--- src/rtl/fetch_pkg.sv ---
// Shared types and constants for the instruction-fetch stage.
package fetch_pkg;

  localparam int unsigned FETCH_ADDR_W  = 16;
  localparam int unsigned FETCH_INSTR_W = 16;

  localparam logic [FETCH_ADDR_W-1:0]  FETCH_RESET_PC = 16'h0000;
  localparam logic [FETCH_INSTR_W-1:0] NOP_INSTR      = 16'h0000;

  typedef struct packed {
    logic [FETCH_ADDR_W-1:0]  pc;
    logic [FETCH_INSTR_W-1:0] instr;
  } fetch_entry_t;

endpackage

--- src/rtl/fetch_fifo.sv ---
// Prefetch FIFO of fetch entries with show-ahead head, push/pop and flush.
// Flush takes priority over push and pop.
module fetch_fifo
  import fetch_pkg::*;
#(
  parameter int unsigned Depth = 4
) (
  input  logic                   clk,
  input  logic                   reset,
  input  logic                   flush_i,
  input  logic                   push_i,
  input  fetch_entry_t           push_data_i,
  input  logic                   pop_i,
  output fetch_entry_t           head_o,
  output logic [$clog2(Depth):0] count_o
);

  localparam int unsigned PtrW = $clog2(Depth);

  fetch_entry_t            mem_q [Depth];
  logic [PtrW-1:0]         wr_ptr_q, wr_ptr_d;
  logic [PtrW-1:0]         rd_ptr_q, rd_ptr_d;
  logic [PtrW:0]           count_q, count_d;

  always_comb begin
    wr_ptr_d = wr_ptr_q;
    rd_ptr_d = rd_ptr_q;
    count_d  = count_q;
    if (flush_i) begin
      wr_ptr_d = '0;
      rd_ptr_d = '0;
      count_d  = '0;
    end else begin
      if (push_i) wr_ptr_d = wr_ptr_q + PtrW'(1);
      if (pop_i)  rd_ptr_d = rd_ptr_q + PtrW'(1);
      unique case ({push_i, pop_i})
        2'b10:   count_d = count_q + (PtrW+1)'(1);
        2'b01:   count_d = count_q - (PtrW+1)'(1);
        default: count_d = count_q;
      endcase
    end
  end

  always_ff @(posedge clk) begin
    if (reset) begin
      wr_ptr_q <= '0;
      rd_ptr_q <= '0;
      count_q  <= '0;
    end else begin
      wr_ptr_q <= wr_ptr_d;
      rd_ptr_q <= rd_ptr_d;
      count_q  <= count_d;
    end
  end

  // Storage needs no reset; the count alone decides what is valid.
  always_ff @(posedge clk) begin
    if (push_i && !flush_i) mem_q[wr_ptr_q] <= push_data_i;
  end

  assign head_o  = mem_q[rd_ptr_q];
  assign count_o = count_q;

endmodule

--- src/rtl/fetch_prefetch_unit.sv ---
// Instruction-fetch stage: owns the fetch PC, drives the synchronous ROM and buffers
// returned instructions. Optional perf counters are enabled with FETCH_PERF_EN.
module fetch_prefetch_unit
  import fetch_pkg::*;
#(
  parameter int unsigned       ADDR_W   = FETCH_ADDR_W,
  parameter int unsigned       INSTR_W  = FETCH_INSTR_W,
  parameter int unsigned       DEPTH    = 4,
  parameter logic [ADDR_W-1:0] RESET_PC = FETCH_RESET_PC
) (
  input  logic                   clk,
  input  logic                   reset,
  input  logic                   stall,
  input  logic                   redirect,
  input  logic [ADDR_W-1:0]      redirect_pc,
  output logic [ADDR_W-1:0]      rom_address,
  input  logic [INSTR_W-1:0]     rom_q,
  output logic [INSTR_W-1:0]     instr_out,
  output logic [ADDR_W-1:0]      pc_out,
  output logic                   instr_valid,
  output logic [$clog2(DEPTH):0] fifo_count
`ifdef FETCH_PERF_EN
  ,
  output logic [15:0]            perf_stall_cycles,
  output logic [15:0]            perf_redirects
`endif
);

  localparam int unsigned CntW = $clog2(DEPTH) + 1;

  logic [ADDR_W-1:0] fetch_pc_q, fetch_pc_d;
  logic [ADDR_W-1:0] req_pc_q, req_pc_d;
  logic              req_v_q, req_v_d;
  logic [CntW:0]     credit;
  logic              issue;
  logic              push;
  logic              pop;
  fetch_entry_t      push_entry;
  fetch_entry_t      head;

  // Entries held plus the read in flight must never exceed the FIFO capacity.
  assign credit = {1'b0, fifo_count} + {{CntW{1'b0}}, req_v_q};
  assign issue  = !redirect && (credit < (CntW+1)'(DEPTH));
  assign push   = req_v_q && !redirect;
  assign pop    = instr_valid && !stall;

  assign push_entry.pc    = req_pc_q;
  assign push_entry.instr = rom_q;

  always_comb begin
    fetch_pc_d = fetch_pc_q;
    req_pc_d   = req_pc_q;
    req_v_d    = 1'b0;
    if (redirect) begin
      fetch_pc_d = redirect_pc;
    end else if (issue) begin
      req_v_d    = 1'b1;
      req_pc_d   = fetch_pc_q;
      fetch_pc_d = fetch_pc_q + ADDR_W'(1);
    end
  end

  always_ff @(posedge clk) begin
    if (reset) begin
      fetch_pc_q <= RESET_PC;
      req_pc_q   <= '0;
      req_v_q    <= 1'b0;
    end else begin
      fetch_pc_q <= fetch_pc_d;
      req_pc_q   <= req_pc_d;
      req_v_q    <= req_v_d;
    end
  end

  fetch_fifo #(
    .Depth (DEPTH)
  ) u_fifo (
    .clk         (clk),
    .reset       (reset),
    .flush_i     (redirect),
    .push_i      (push),
    .push_data_i (push_entry),
    .pop_i       (pop),
    .head_o      (head),
    .count_o     (fifo_count)
  );

  assign rom_address = fetch_pc_q;
  assign instr_valid = (fifo_count != '0);
  assign instr_out   = instr_valid ? head.instr : NOP_INSTR;
  assign pc_out      = instr_valid ? head.pc : '0;

`ifdef FETCH_PERF_EN
  logic [15:0] perf_stall_q;
  logic [15:0] perf_redir_q;

  always_ff @(posedge clk) begin
    if (reset) begin
      perf_stall_q <= '0;
      perf_redir_q <= '0;
    end else begin
      if (stall && instr_valid && (perf_stall_q != 16'hFFFF)) perf_stall_q <= perf_stall_q + 16'd1;
      if (redirect && (perf_redir_q != 16'hFFFF)) perf_redir_q <= perf_redir_q + 16'd1;
    end
  end

  assign perf_stall_cycles = perf_stall_q;
  assign perf_redirects    = perf_redir_q;
`endif

endmodule
--- config.mk ---
export PLATFORM = sky130hd
export DESIGN_NAME = fetch_prefetch_unit
export DESIGN_NICKNAME = d
export VERILOG_FILES = /design/src/rtl/fetch_pkg.sv /design/src/rtl/fetch_fifo.sv /design/src/rtl/fetch_prefetch_unit.sv
export SDC_FILE = /design/constraint.sdc
export NUM_CORES = 1
export LEC_CHECK = 0
export BUFFER_PORTS_ARGS = -buffer_cell sky130_fd_sc_hd__buf_4
export CORE_MARGIN = 1
export CORE_UTILIZATION = 39
export DETAILED_ROUTE_END_ITERATION = 6
export SETUP_SLACK_MARGIN = 0.05
export SLEW_MARGIN = 40
export SYNTH_ARGS = -nofsm -noshare
export SYNTH_HDL_FRONTEND = slang
export SYNTH_SLANG_ARGS = --single-unit
--- constraint.sdc ---
create_clock -name clk -period 6.25 [get_ports clk]
set_clock_uncertainty 0.05 [all_clocks]
set_input_delay 0.625 -clock clk [delete_from_list [all_inputs] [get_ports clk]]
set_output_delay 0.625 -clock clk [all_outputs]
set_load 0.03 [all_outputs]
==> metrics, run 1 <==
async set-reset flop share out of synthesis 0; drt drc 0; slowest CP cell dfxtp_2; most common cell in the netlist edfxtp_1; pin count of the biggest net entering global routing 37; Gate Count Post-Synth about 430; Main synth FF type edfxtp_1; synthesis-stage register bit count 170; crit path capture type primary output; CTS tree done; fin crit share 0.4947; DIE WIDTH 133.2 um; Skew-Pair Late Insertion Delay between 0.4 and 0.5 ns; endpoints failing hold 0; Synth top area share 0.5728; vias in the first global route 3907; layout cells sized above 1 0.3004; CP Class reg2out; synth cell count leaders edfxtp_1, nand2_1, dfxtp_1; Tot Pwr 2.459 mW; peak supply drop between 0.2 and 0.25 mV; Avg Synthesized Cell Area between 15 and 20 um2; die height 133.2 um; Routed WL 12710 um; register area share after synthesis 0.6981; Hold-fix buffers, CTS 0; Max Slew Vio Count 0; Non-Filler Instances ~760; Reg clk slew, reported paths ~0.060 ns; cts repair resizes 0; DP Wirelength between 8000 and 9000 um; Final setup viols 0; Crit Path Max Fanout 20; max incr delay on CP roughly 0.62 ns; I/O Buffers just under 90; die area roughly 18000 um2; setup TNS 0 ns; n_diodes 0; antenna-violating nets left 0; vias per cell about 5.0; standard-cell rows 47; # IOs roughly 90; Num CTS Buffers 17; Max Cap Violations 0; Worst-Margin Slew between 0.7 and 0.8 ns; Post-CTS Setup Bufs 0; final net count between 500 and 600; most used cell, CP buf_4; CP Launch Type flop; first-pass GRT wire length around 21000 um; cell taking the most area after synthesis edfxtp_1; DRT Pass-1 Iters 4; RSZ-0062 raised after global routing false; unique cell type count in the Yosys netlist 38; placed cell count just over 700; Period minus WS final a little over 3 ns; CTS Sinks 170; H-tree lvl count 4; Synth Cell Area 6710 um2; worst hold-check path type in2reg; critical path arrival 2.42 ns; Starting Density 0.4018; synthesized net count roughly 480; Area Overhead vs Synth 22.67%; highest clock rate roughly 320 MHz; synth warn 0; antenna violations before repair 0; number of synthesized flops with an enable pin 128; total gr overflow 0; status completed; leakage around 2.8 nW; Core Util, Final 0.4929; hold_ws roughly 0.36 ns; clock root cell clkbuf_16; power density over the cells ~300 nW/um2; CTS Buffer Depth 2; Core Footprint ~17000 um2; Iter 0 DRT Violations between 200 and 250; Synth area leaders edfxtp_1, dfxtp_1, mux4_2; routed len/inst 16.81 um; Rel. slew slack 0.5272; GRT Overall Usage 0.1551; GP Congestion 0.7400; vias post-DR about 3800; sequence of cells on the critical path buf_4 > mux4_2 > nor2b_1 > buf_4; Fillers 1441; Worst Path Required about 5.6 ns
==> stage by stage <==
step / area, um2 / setup slack, ns
finish: 8232 / 3.158
global route: 8232 / 2.966
CTS: 8232 / 3.068
detailed placement: 7612 / 3.518
global placement: 7610 / 3.533
floorplan: 6710 / 3.952
==> flip-flops by register name, indices dropped and copies added, names as in the netlist, named ones only <==
signal / cells
rom_address: 16
req_pc_q: 16
u_fifo.count_o: 3
u_fifo.mem_q: 128
u_fifo.wr_ptr_q: 2
req_v_q: 1
u_fifo.rd_ptr_q: 2
==> cell families (layout without fill, tap and decap cells) <==
family                   after synthesis  in the layout  share of synthesized area
flip-flops                           170            170                     0.6981
AO/OA/AOI/OAI                         45             45                    0.04438
XOR/XNOR                              13             13                    0.01697
AND/OR/NAND/NOR                      133            133                    0.09939
buffers and inverters                 31            135                    0.01809
adder cells (fa/ha/maj)                7              7                    0.01417
multiplexers                          33             33                     0.1089
==> final cells by class <==
cell class | count | area [um2] | area share
timing repair buffer | 94 | 705.7 | 0.08573
multi-input combinational | 231 | 1912 | 0.2323
inverter | 9 | 33.78 | 0.004104
clock buffer | 17 | 425.4 | 0.05168
tap | 220 | 275.3 | 0.03344
clock inverter | 15 | 193.9 | 0.02356
sequential | 170 | 4686 | 0.5692
==> path summary, 6_finish.rpt <==
check	cells after the start	slack, ns	startpoint	endpoint
max reg2reg	9	3.82	u_fifo.count_o[0]	u_fifo.count_o[2]
max	4	3.16	flop	pc_out[6]
min reg2reg	2	0.45	req_pc_q[3]	req_pc_q[3]
min	1	0.36	rom_q[3]	u_fifo.mem_q[3][3]
==> report_power, final <==
group          leakage (nW)  switching (mW)  internal [mW]
clock                 0.305           0.413          0.670
combinational         0.978          0.0702         0.0525
sequential             1.57          0.0217           1.23
==> placed cells by master (no fill, tap or decap), types with 2 or more instances in the layout <==
cell type	netlist	layout
a211oi_1	8	8
nand3_1	4	4
a21oi_1	19	19
edfxtp_1	128	128
nor4_1	3	3
clkinv_1	0	3
o31ai_1	2	2
clkinv_2	0	2
a311oi_1	5	5
ha_1	6	6
or3_1	8	8
bufinv_16	0	4
xnor2_1	7	7
o21bai_1	2	2
and2_1	4	4
clkbuf_16	0	17
nand4_1	3	3
inv_6	0	5
nor3b_1	2	2
xor2_1	6	6
and4_1	2	2
dfxtp_1	42	41
o21ai_0	4	4
nand2_1	43	43
nor2b_1	33	33
mux4_2	32	32
buf_4	0	94
nor2_1	25	24
inv_1	9	8
==> per-layer routing <==
| layer | GRT usage | vias to the layer above | wire length, um |
|---|---|---|---|
| met1 | 0.2052 | 1864 | 5829 |
| met2 | 0.2481 | 100 | 6134 |
| met5 | 0 | - | 0 |
| met4 | 0.04545 | 0 | 60 |
| li1 | - | 1811 | - |
| met3 | 0.04604 | 4 | 685 |
==> critical path: cells and delay by family (launching register included) <==
family | cells | cell delay (ns)
mux | 1 | 0.58
buf+inv | 2 | 0.64
flops | 1 | 0.62
simple gates | 1 | 0.15
No activity file was read; power rests on OpenSTA's default activity.
==> run 2: changes to the inputs <==
==> constraint.sdc (replaced) <==
create_clock -name clk -period 3.1 [get_ports clk]
set_clock_uncertainty 0.05 [all_clocks]
set_input_delay 0.31 -clock clk [delete_from_list [all_inputs] [get_ports clk]]
set_output_delay 0.31 -clock clk [all_outputs]
set_load 0.03 [all_outputs]
==> run 2 against run 1 <==
  * Combinational power increased by 100%
  * Highest routed layer unchanged
  * Via count about the same
  * Register-to-register slack worse by 2.8 ns
  * Non-clock buffer count is the same
  * Clock power is 76% higher
  * Global-route usage decreased by 0.43 points
  * First-iteration DRC count is the same
  * Core utilization fell by 0.44 points
  * Total power up 90%
  * Largest power group unchanged
==> metrics, run 2 (synthesis results as in run 1) <==
die height between 100 and 150 um; DRT Pass-1 Iters 4; worst hold-check path type in2reg; max incr delay on CP between 0.5 and 0.6 ns; Core Footprint around 17000 um2; Final Cell Area a little over 8000 um2; H-tree lvl count 4; first-pass GRT wire length between 15000 and 20000 um; Period minus WS final 2.523 ns; leakage 2.798 nW; DIE WIDTH between 100 and 150 um; die area between 15000 and 20000 um2; CTS tree done; total gr overflow 0; DP Wirelength just under 8000 um; final net count 566; Num CTS Buffers 17; hold path depth 1; crit path capture type primary output; status completed; CTS Buffer Depth 2; Worst Path Required roughly 2.7 ns; clock root cell clkbuf_16; vias in the first global route roughly 3800; routed len/inst 16.81 um; R2R cell count 8; Area Overhead vs Synth 21.57%; hold_ws 0.04154 ns; most frequent cells in the layout edfxtp_1, buf_4, nand2_1; vias per cell roughly 5; power density over the cells roughly 570 nW/um2; endpoints failing hold 0; sequential cell area around 4700 um2; dpl cell area roughly 7600 um2; I/O Buffers 87; Core Util, Final 0.4885; fin crit share 0.8139; Rel. slew slack 0.4831; Hold-fix buffers, CTS 0; layout cells sized above 1 0.2929; Skew-Pair Late Insertion Delay about 0.42 ns; Fillers 1435; CP Launch Type flop; Largest register FFs 128; Post-CTS Setup Bufs 0; sequence of cells on the critical path buf_12 > mux4_2 > nor2b_1 > buf_4; Final WS setup 0.5770 ns; highest clock rate 396.4 MHz; peak supply drop 0.3628 mV; Crit Path Max Fanout 23; Max Cap Violations 0; commonest non-fill, non-tap cell in the layout edfxtp_1; Critical R2R Launch u_fifo.count_o[0]; pin count of the biggest net entering global routing 37; reg-to-reg endpoint u_fifo.count_o[2]; antenna-violating nets left 0; largest reg by FF count u_fifo.mem_q; critical path arrival approximately 2.2 ns; multi-input logic area 1912 um2; Reg clk slew, reported paths 0.06 ns; Hold Startpoint rom_q[8]; Iter 0 DRT Violations 236; Final setup viols 0; Routed WL around 13000 um; Worst R2R Setup Slack ~0.98 ns; Starting Density 0.4018; RSZ-0062 raised after global routing false; setup TNS 0 ns; Max Slew Vio Count 0; GP Congestion 0.8042; antenna violations before repair 0; Hold Path End u_fifo.mem_q[3][8]; CTS Sinks between 150 and 200; n_diodes 0; # IOs 88; GRT Overall Usage 0.1507; vias post-DR approximately 3800; standard-cell rows 47; drt drc 0; Worst-Margin Slew slightly below 0.8 ns; slowest CP cell dfxtp_2; pre-CTS setup slack just under 0.9 ns; CP Class reg2out; cts repair resizes 0
[run 2: cell types whose count changed in the layout (fill, tap and decap cells not counted), sizes merged]
cell,before,now
clkinv,6,10
inv,14,10
bufinv,4,1
clkinvlp,0,3
[run 2: where the power goes]
group	switching, mW	internal (mW)
Sequential	0.0448	2.48
Combinational	0.141	0.106
Clock	0.816	1.09
[run 2: stage by stage]
| step | power (mW) | cells |
|---|---|---|
| after floorplan | 2.708 | 432 |
| after global placement | 2.818 | 724 |
| after detailed placement | 2.826 | 724 |
| after CTS | 4.724 | 756 |
| after global routing | 4.841 | 756 |
| final | 4.677 | 756 |
[run 2: final cells by class]
class,instances,area share
inverter,9,0.004141
clock inverter,15,0.01319
multi-input combinational,231,0.2344
tap,220,0.03374
timing repair buffer,94,0.08804
clock buffer,17,0.05215
sequential,170,0.5744
[run 2: worst max-delay path by stage]
| stage | slack (ns) | to | from |
|---|---|---|---|
| 5_1_grt | 0.44 | pc_out[5] | flop |
| 2_1_floorplan | 0.84 | u_fifo.count_o[2] | u_fifo.count_o[0] |
| 6_report | 0.58 | pc_out[4] | flop |
| 3_3_place_gp | 0.96 | pc_out[5] | flop |
| 3_5_place_dp | 0.89 | req_pc_q[12] | redirect |
| 4_1_cts | 0.49 | pc_out[5] | flop |
[run 2: critical path: cells and delay by family (launching register included)]
kind / cells / cell delay [ns]
buffers and inverters: 2 / 0.47
DFF: 1 / 0.57
muxes: 1 / 0.53
and+or+nand+nor: 1 / 0.16
[run 2: metal layers]
metal / GRT usage / vias to the layer above / wire length (um)
met1: 0.2023 / 1834 / 6044
li1: - / 1812 / -
met4: 0.05492 / 0 / 163
met5: 0 / - / 0
met3: 0.04072 / 16 / 619
met2: 0.2362 / 118 / 5880
==> run 3: changes to the inputs <==
==> constraint.sdc (replaced) <==
create_clock -name clk -period 2.2 [get_ports clk]
set_clock_uncertainty 0.05 [all_clocks]
set_input_delay 0.22 -clock clk [delete_from_list [all_inputs] [get_ports clk]]
set_output_delay 0.22 -clock clk [all_outputs]
set_load 0.03 [all_outputs]
==> run 3 against run 2 <==
  * First-iteration DRC count increased by 16%
  * Via count is 4.0% higher
  * Sequential share of layout area fell by 4.3 points
  * Register-to-register slack got worse by 0.83 ns
  * Hold slack worse by 0.024 ns
  * Global-route usage grew 0.62 points
  * Combinational power grew 67%
  * Count of clock-buffer cells in the layout is 5 higher
  * Non-clock buffer count rose by 24
  * Critical endpoint is now pc_out[15]
  * Largest cell class unchanged
==> metrics, run 3 (synthesis results as in run 1) <==
status completed; Rel. slew slack 0.5867; clock root cell clkbuf_16; Skew-Pair Late Insertion Delay between 0.4 and 0.5 ns; Clk pwr share 0.421; # IOs 88; routed len/inst 16.75 um; Worst R2R Setup Slack roughly 0.15 ns; layout cells sized above 1 0.3453; RSZ-0062 raised after global routing true; setup TNS 0 ns; sw frac 0.2040; CP Class reg2out; Num CTS Buffers 17; Routed WL between 10000 and 15000 um; slowest CP cell mux4_2; Starting Density 0.4018; die height roughly 130 um; highest clock rate approximately 470 MHz; pin count of the biggest net entering global routing 37; Comb power frac 0.060; Non-Filler Instances approximately 780; vias per cell ~5; H-tree lvl count 4; GP Congestion slightly above 0.8; DP Wirelength approximately 8000 um; Reg clk slew, reported paths 0.06 ns; critical path buffer and inverter count 2; GRT Overall Usage 0.1570; Largest register FFs 128; CTS tree done; Max Slew Vio Count 0; Max Cap Violations 0; critical path arrival 1.88 ns; placed cell count 729; endpoints failing hold 0; peak supply drop 0.5873 mV; Iter 0 DRT Violations 273; worst hold-check path type in2reg; antenna-violating nets left 0; I/O Buffers 87; Final setup viols 0; first-pass GRT wire length around 21000 um; Int Pwr 5.464 mW; vias in the first global route between 4000 and 5000; Crit Path Max Fanout 8; sequence of cells on the critical path buf_12 > mux4_2 > nor2b_4 > buf_6; Fillers between 1000 and 1500; largest reg by FF count u_fifo.mem_q; crit-path leading delay family multiplexers; antenna violations before repair 0; Sequential Power Share 0.519; CP Launch Type flop; die area approximately 18000 um2; Switching Power 1.401 mW; commonest non-fill, non-tap cell in the layout edfxtp_1; DRT Pass-1 Iters 4; final net count between 500 and 600; Core Footprint 16700 um2; Worst Path Required around 1.9 ns; Tot Pwr about 6.9 mW; DIE WIDTH 133.2 um; Worst-Margin Slew 0.6171 ns; drt drc 0; fin crit share 0.9753; leakage about 3.1 nW; Post-CTS Setup Bufs 0; max incr delay on CP roughly 0.52 ns; CTS Sinks between 150 and 200; Period minus WS final 2.146 ns; Area Overhead vs Synth 31.66%; vias post-DR a little under 4000; total gr overflow 0; CTS Buffer Depth 2; most frequent cells in the layout edfxtp_1, buf_4, nand2_1; crit path capture type primary output; power density over the cells around 780 nW/um2; standard-cell rows between 40 and 50; n_diodes 0
-- run 3: cell count changes in the layout (fill, tap and decap cells not counted), sizes merged, moves of 2 or more --
cell / previous run / this run
clkinv: 10 / 6
buf: 94 / 100
dlygate4sd3: 0 / 17
clkbuf: 17 / 23
bufinv: 1 / 3
clkinvlp: 3 / 0
-- run 3: final cells by class --
cell class                 count  area [um2]  area share
multi-input combinational    231        2085      0.2359
tap                          220       275.3     0.03116
sequential                   170        4693      0.5312
timing repair buffer         118        1180      0.1336
inverter                       9       33.78    0.003824
clock inverter                 9       123.9     0.01402
clock buffer                  22       444.2     0.05028
-- run 3: worst paths after layout --
check,startpoint,endpoint,depth (start not counted)
max,flop,pc_out[15],4
min,redirect_pc[9],rom_address[9],3
max reg2reg,req_v_q,rom_address[13],4
min reg2reg,req_pc_q[7],req_pc_q[7],2
-- run 3: metal layers --
layer	vias up	share of wire	wire (um)	track usage
met4	0	0.015	191	0.04924
met5	-	0	0	0
met1	1942	0.47	6123	0.2012
met2	102	0.47	6178	0.2577
met3	17	0.043	556	0.04604
li1	1870	-	-	-
-- run 3: worst reg2reg max path, stage by stage (launching register included) --
cell	delay [ns]
dfxtp_1	0.37
a31o_4	0.30
or3_1	0.45
or4_1	0.53
a311oi_1	0.27
-- run 3: power by group through the flow --
stage | logic [mW] | clock network (mW) | registers [mW]
6_report | 0.413 | 2.89 | 3.56
3_3_place_gp | 0.356 | 0 | 3.62
5_1_grt | 0.448 | 3.06 | 3.57
4_1_cts | 0.388 | 2.94 | 3.56
2_1_floorplan | 0.163 | 0 | 3.65
3_5_place_dp | 0.361 | 0 | 3.63
-- run 3: per-stage QoR --
step / setup slack [ns] / area, um2 / utilization / hold WS (ns)
finish: 0.05445 / 8835 / 0.5290 / 0.01777
global route: -0.008316 / 8835 / 0.5290 / 0.01670
floorplan: 0.07052 / 6714 / - / 0.2689
detailed placement: 0.1487 / 7754 / 0.4643 / 0.3753
global placement: 0.2209 / 7754 / 0.4643 / 0.3704
CTS: 0.01212 / 8528 / 0.5106 / 0.005175
-- run 3: repair_timing --
| item | 4_1_cts | 5_1_grt |
|---|---|---|
| endpoints found under the setup margin | 21 | 33 |
| endpoints found under the hold margin | 65 | 0 |
| gates resized for setup | 4 | 74 |
| cloned | 1 | 1 |
| hold buffers | 17 | 0 |
| pin swaps | 0 | 0 |
